### config.mk
export PLATFORM = sky130hd
export DESIGN_NAME = imm_decode_stage
export DESIGN_NICKNAME = d
export VERILOG_FILES = /design/src/rtl/cpu_isa_pkg.sv /design/src/rtl/imm_classify.sv /design/src/rtl/imm_decode_stage.sv
export SDC_FILE = /design/constraint.sdc
export NUM_CORES = 1
export LEC_CHECK = 0
export CORE_MARGIN = 4
export CORE_UTILIZATION = 39
export CTS_CLUSTER_DIAMETER = 50
export DETAILED_ROUTE_END_ITERATION = 10
export PLACE_DENSITY = 0.86
export SLEW_MARGIN = 30
export SYNTH_ARGS = -nofsm -noshare
export SYNTH_HDL_FRONTEND = slang
export SYNTH_SLANG_ARGS = --single-unit
### constraint.sdc
create_clock -name clk -period 1.4 [get_ports clk]
set_input_delay 0.28 -clock clk [delete_from_list [all_inputs] [get_ports clk]]
set_output_delay 0.28 -clock clk [all_outputs]
set_load 0.02 [all_outputs]
### src/rtl/cpu_isa_pkg.sv
// cpu_isa_pkg: shared 16-bit ISA opcodes and instruction field positions.
package cpu_isa_pkg;
    localparam int OPW = 4;
    localparam logic [OPW-1:0] OP_RTYPE   = 4'h0;
    localparam logic [OPW-1:0] OP_ANDI    = 4'h1;
    localparam logic [OPW-1:0] OP_ORI     = 4'h2;
    localparam logic [OPW-1:0] OP_XORI    = 4'h3;
    localparam logic [OPW-1:0] OP_SPECIAL = 4'h4;
    localparam logic [OPW-1:0] OP_ADDI    = 4'h5;
    localparam logic [OPW-1:0] OP_SHIFT   = 4'h8;
    localparam logic [OPW-1:0] OP_SUBI    = 4'h9;
    localparam logic [OPW-1:0] OP_CMPI    = 4'hB;
    localparam logic [OPW-1:0] OP_BCOND   = 4'hC;
    localparam logic [OPW-1:0] OP_MOVI    = 4'hD;
    localparam logic [OPW-1:0] OP_LUI     = 4'hF;
    localparam int OPC_HI = 15;
    localparam int OPC_LO = 12;
    localparam int RD_HI  = 11;
    localparam int RD_LO  = 8;
    localparam int EXT_HI = 7;
    localparam int EXT_LO = 4;
    localparam int RS_HI  = 3;
    localparam int RS_LO  = 0;
    localparam int IMM_HI = 7;
    localparam int IMM_LO = 0;
endpackage

### src/rtl/imm_classify.sv
// imm_classify: maps an opcode to {is_imm, imm_signed}; shared with the control unit.
module imm_classify
    import cpu_isa_pkg::*;
(
    input  logic [OPW-1:0] opcode,
    output logic           is_imm,
    output logic           imm_signed
);
    assign imm_signed = opcode inside {OP_ADDI, OP_SUBI, OP_CMPI, OP_BCOND};
    assign is_imm = imm_signed || (opcode inside {OP_ANDI, OP_ORI, OP_XORI, OP_MOVI, OP_LUI});
endmodule

### src/rtl/imm_decode_stage.sv
// imm_decode_stage: buffered instruction decode feeding the sign extender and register file.
// IMM_DECODE_SKID_EN selects a 2-entry buffer with ready driven from state only.
module imm_decode_stage
    import cpu_isa_pkg::*;
(
    input  logic           clk,
    input  logic           reset,
    input  logic [15:0]    instr,
    input  logic           instr_valid,
    output logic           instr_ready,
    input  logic           out_ready,
    output logic           out_valid,
    output logic [OPW-1:0] opcode,
    output logic [3:0]     rdest,
    output logic [3:0]     ext,
    output logic [3:0]     rsrc,
    output logic [7:0]     imm8,
    output logic           imm_signed,
    output logic           is_imm
);
    localparam logic [1:0] EMPTY = 2'd0, ONE = 2'd1, TWO = 2'd2;
    logic [1:0]  state;
    logic [15:0] head, h;
    logic        xfer_in, xfer_out, cls_imm, cls_signed;
    assign out_valid = state != EMPTY;
    assign xfer_in   = instr_valid && instr_ready;
    assign xfer_out  = out_valid && out_ready;
`ifdef IMM_DECODE_SKID_EN
    logic [15:0] tail;
    assign instr_ready = state != TWO;
    always_ff @(posedge clk) begin
        if (reset) begin
            state <= EMPTY;
            head  <= '0;
            tail  <= '0;
        end else if (state == TWO) begin
            if (xfer_out) begin
                head  <= tail;
                state <= ONE;
            end
        end else if (xfer_in && (state == EMPTY || xfer_out)) begin
            head  <= instr;
            state <= ONE;
        end else if (xfer_in) begin
            tail  <= instr;
            state <= TWO;
        end else if (xfer_out) begin
            state <= EMPTY;
        end
    end
`else
    assign instr_ready = !out_valid || out_ready;
    always_ff @(posedge clk) begin
        if (reset) begin
            state <= EMPTY;
            head  <= '0;
        end else if (xfer_in) begin
            head  <= instr;
            state <= ONE;
        end else if (xfer_out) begin
            state <= EMPTY;
        end
    end
`endif
    // Gate the head so every decoded output reads 0 while nothing is valid.
    assign h     = out_valid ? head : '0;
    assign opcode = h[OPC_HI:OPC_LO];
    assign rdest  = h[RD_HI:RD_LO];
    assign ext    = h[EXT_HI:EXT_LO];
    assign rsrc   = h[RS_HI:RS_LO];
    assign imm8   = h[IMM_HI:IMM_LO];
    imm_classify u_cls (.opcode(opcode), .is_imm(cls_imm), .imm_signed(cls_signed));
    assign is_imm     = out_valid && cls_imm;
    assign imm_signed = out_valid && cls_signed;
endmodule

Word-level counts from Yosys, hierarchy flattened
Cells that the tools add are included.
Word-level totals
  output and inout bits: 28
  bits of input ports: 20
  word-level logic and storage cells: 24
  flip-flop bits (word level): 17
Operators by class
  reductions and logical operators: 10
  multiplexer cells: 3
  equality and inequality tests: 9
Operators by type and width (number)
  $eq A4 B4 Y1 const B: 5
  $mux W16: 1
  $eq A4 B2 Y1 const B: 2
  $reduce_bool A5 Y1: 1
  $eq A4 B1 Y1 const B: 1
  $eq A4 B3 Y1 const B: 1
  $logic_and A1 B1 Y1: 4
  $reduce_bool A4 Y1: 1
  $logic_or A1 B1 Y1: 2
  $mux W1: 2
  $reduce_bool A2 Y1: 1
  $logic_not A1 Y1: 1

Depth between registers and ports, before layout
  word-level depth: 5
  gate-level depth with buffers: 5
  mapped depth without buffers: 4

Hierarchy
From an unflattened synthesis, not the netlist that was laid out.
Second synthesis, totals
  cell total of the unflattened synthesis: 114
  area, all modules: 1028.5 um^2
Modules (own cells, without submodules)
  imm_decode_stage: area each 960.9 um^2, times used 1, cells each 105, sequential area each 340.3 um^2
  imm_classify: area each 67.6 um^2, times used 1, cells each 9, sequential area each 0.0 um^2

Worst setup path after synthesis
No wires, ideal clock.
  kind: reg2out
  start: reg state[0]
  end: out imm8[5]
  required time: 1120 ps
  cell stages (with the launch flop): 4
  setup slack: -90 ps
  data arrival time: 1210 ps
  path buffers: 2
  path through: dfxtp_1 -> clkbuf_1 -> and2_1 -> buf_4
On the way
  word-level cells in the longest chain between the ends: 1
RTL lines
  from (decl): line imm_decode_stage.sv:22  | logic [1:0] state;
  from (signal assigned): line imm_decode_stage.sv:55  | state <= EMPTY;
  from (signal assigned): line imm_decode_stage.sv:59  | state <= ONE;
  from (signal assigned): line imm_decode_stage.sv:61  | state <= EMPTY;
  $mux W16: line imm_decode_stage.sv:66  | assign h = out_valid ? head : '0;
  to (decl): line imm_decode_stage.sv:17  | output logic [7:0] imm8,
No other way between the ends.

Worst setup path after layout
  start: reg head[13]
  end: out is_imm
On the way
  word-level cells in the longest chain between the ends: 5
  elaborated cells on any way between the ends: 14
  those cells by class: eq/ne (9); mux (1); reduce/logical (4)
RTL lines
  from (decl): line imm_decode_stage.sv:23  | logic [15:0] head, h;
  from (signal assigned): line imm_decode_stage.sv:58  | head <= instr;
  $mux W16 *: line imm_decode_stage.sv:66
  $eq A4 B1 Y1 (tied with other cells): line imm_classify.sv:10  | assign is_imm = imm_signed || (opcode inside {OP_ANDI, OP_ORI, OP_XORI, OP_MOVI, OP_LUI});
  $reduce_bool A5 Y1 / $reduce_bool A4 Y1 (equally long branches): line imm_classify.sv:10, imm_classify.sv:9
  $logic_or A1 B1 Y1 *: line imm_classify.sv:10
  $logic_and A1 B1 Y1 *: line imm_decode_stage.sv:73  | assign is_imm = out_valid && cls_imm;
  to (decl): line imm_decode_stage.sv:19  | output logic is_imm
Mark *: on every way between the ends. The rest lies on a longest branch, timed or not.

==> summary.txt <==
Status
  • Status: finished, violations left
  • Failing checks: setup timing

Logic synthesis
  • Mapped Cells: between 100 and 150
  • Register area share after synthesis: 0.359
  • Synth Register Bits: 17
  • Synth cell types: 24
  • Avg Cell Area, Syn: 8.47 um^2
  • Yosys warns: 0
  • Synthesized cell area: 948 um^2
  • Post-synth net total: 132

Detailed routing
  • DRT Pass-1 Iters: 4
  • WL met1: a little over 1000 um
  • Vias: 999
  • Top Metal Used: met3
  • Antenna viol nets, final: 0
  • Metal2 WL: 1530 um
  • Wire per inst: 14.3 um
  • DRC viols: 0
  • Drt first-iter violations: 14
  • DR WL met3: about 140 um
  • Drt total wl: around 2700 um
  • Via density per instance: 5.31

Worst setup path
  • Setup crit end kind: output port
  • Data required, critical path: 1120 ps
  • R2R depth: 4
  • Crit Path Max Fanout: 4
  • Crit path launch type: register
  • WS Path Type: reg -> out
  • Worst reg2reg endpoint: head[10]
  • Reg-to-Reg Start: state[0]
  • Crit path arrival time: roughly 1300 ps
  • R2r setup slk: 240 ps

STA
  • Max Clk Rate: 638 MHz
  • Fin. Hold Viols: 0
  • Fin. max-slew vios: 0
  • RSZ-0062 raised after global routing: yes
  • Worst setup margin: -166 ps
  • Endpoints failing setup: 2
  • Hold slack: 464 ps
  • Final min period: 1570 ps
  • Slew @ Worst Pin: around 330 ps
  • Final setup skew: 11.8 ps
  • Final worst-path cycle share: 1.12
  • Slew headroom: 0.780

Clocking
  • Clock Tree Root: clkbuf_4
  • Clock transition at the registers of the reported paths: about 110 ps
  • Clock Latency Late Sink: about 290 ps
  • CTS tree: built
  • Max clock buf depth: 2
  • H-tree depth: 1
  • CTS buffer count: 3
  • Sinks on Clock Net: 17

Finish
  • Nets: 181
  • Ant diodes: 0
  • Synth-to-Final Area Change: 62.7%
  • Share of layout cells above drive strength 1: 0.500
  • Fill count: around 190
  • FF/Latch Area: 350 um^2
  • Multi-input logic area: 524 um^2

Placement
  • PortBufs: 47
  • Dpl ws: -441 ps
  • GP Congestion: 0.737
  • Detail Placement HPWL: 1820 um

Power
  • Pwr Density: 711 nW/um^2
  • Overall power: 1.10 mW
  • Peak supply drop: 0.000537 V
  • Leakage: roughly 0.63 nW

Floorplan
  • Core area: 2250 um^2
  • Die X: 57.3 um
  • IO Pins: 48
  • Initial core utilization: 0.421
  • Die area: around 3300 um^2
  • Placement Rows: 17
  • Chip height: ~57 um

Min path
  • Hold path start: head[4]
  • HP Class: reg -> reg
  • Hold Path Cell Cnt: 2
  • Worst-case hold path end point: head[4]

Global routing
  • First-pass GRT wire length: 4320 um
  • Initial antenna violation count: 0
  • Grt ovf: 0
  • Largest net degree at the start of global routing: 18
  • Vias in the first global route: about 1000
  • Gr usage total: 0.161

Run
  • Max Cap Viol: 0
repair_timing:
action                     in CTS  in global routing
gates resized for setup       120                 62
setup endpoints to repair      28                 27
pin swaps                       0                  6
setup buffers                   3                  0
hold buffers                    0                  0
cloned                          0                  1
worst max-delay path by stage:
stage | from | end | slack [ps] | depth (start not counted)
6_report | head[13] | is_imm | -170 | 5
5_1_grt | head[15] | imm_signed | -250 | 4
4_1_cts | head[13] | imm_signed | -160 | 4
2_1_floorplan | head[15] | is_imm | 8 | 3
3_5_place_dp | out_ready | instr_ready | -440 | 4
3_3_place_gp | out_ready | instr_ready | -450 | 4
report_power, final:
group / leakage (nW) / switching, mW / internal [mW]
registers: 0.142 / 0.0247 / 0.512
logic: 0.474 / 0.139 / 0.164
clock network: 0.0177 / 0.152 / 0.106
total: 0.634 / 0.315 / 0.781
cells in the mapped netlist:
master	instances	area (um^2)
o21ai_1	5	25.0
clkbuf_1	2	7.51
buf_8	1	15.0
nand3_2	1	10.0
buf_2	3	15.0
a21boi_0	2	15.0
buf_6	1	11.3
nor4bb_1	1	10.0
nor2_1	2	7.51
inv_1	1	3.75
buf_4	9	67.6
and2b_4	1	10.0
and3b_1	1	8.76
a21oi_2	9	78.8
a21oi_1	9	45.0
inv_4	1	6.26
o21ai_2	5	43.8
and2_1	16	100
inv_2	1	3.75
a31oi_1	1	6.26
nand3b_1	1	7.51
o21ai_0	7	35.0
dfxtp_1	17	340
nand3_1	15	75.1
through the flow:
| step | utilization | cells | TNS, ps | instance area, um^2 |
|---|---|---|---|---|
| finish | 0.684 | 188 | -317 | 1540 |
| CTS | 0.616 | 187 | -314 | 1390 |
| global placement | 0.629 | 180 | -5390 | 1420 |
| floorplan | - | 112 | 0 | 950 |
| detailed placement | 0.629 | 180 | -5980 | 1420 |
| global route | 0.684 | 188 | -547 | 1540 |
layout make-up:
class / instances / share of cell area
clock buffer: 3 / 0.0146
timing repair buffer: 60 / 0.384
multi-input combinational: 76 / 0.340
tap: 28 / 0.0227
inverter: 3 / 0.00892
sequential: 17 / 0.227
clock inverter: 1 / 0.00324
cell families (layout without fill, tap and decap cells):
group,count (synthesis),in the layout,share of synthesized area
AOI/OAI and AO/OA,38,38,0.263
and+or+nand+nor,38,38,0.241
buffers and inverters,19,67,0.137
DFF,17,17,0.359
placed cells by master, fill, tap and decap left out, types with 2 or more instances in the layout:
| cell | n |
|---|---|
| o21ai_0 | 7 |
| buf_4 | 10 |
| clkbuf_4 | 3 |
| buf_6 | 25 |
| a21oi_2 | 10 |
| dfxtp_1 | 13 |
| o21ai_2 | 5 |
| clkdlybuf4s50_1 | 19 |
| a21boi_1 | 2 |
| a21oi_1 | 8 |
| buf_2 | 4 |
| nand3_1 | 15 |
| and2_4 | 10 |
| o21ai_1 | 5 |
| and2_1 | 6 |
| dfxtp_4 | 2 |
| dfxtp_2 | 2 |
worst max-delay path: stages, from the launching register on:
cell      delay (ps)
dfxtp_2          380
buf_4            150
inv_1             40
o21ai_0          180
a21boi_1         100
buf_4            160
metal layers:
layer	global-route usage	vias up
met2	0.315	28
met4	0.0464	0
met5	0	-
met3	0.0271	0
met1	0.175	494
li1	-	477
sequential cells by signal (all words and copies together) (netlist names):
signal / count
state: 1
head: 16
(Power assumes the default switching activity.)
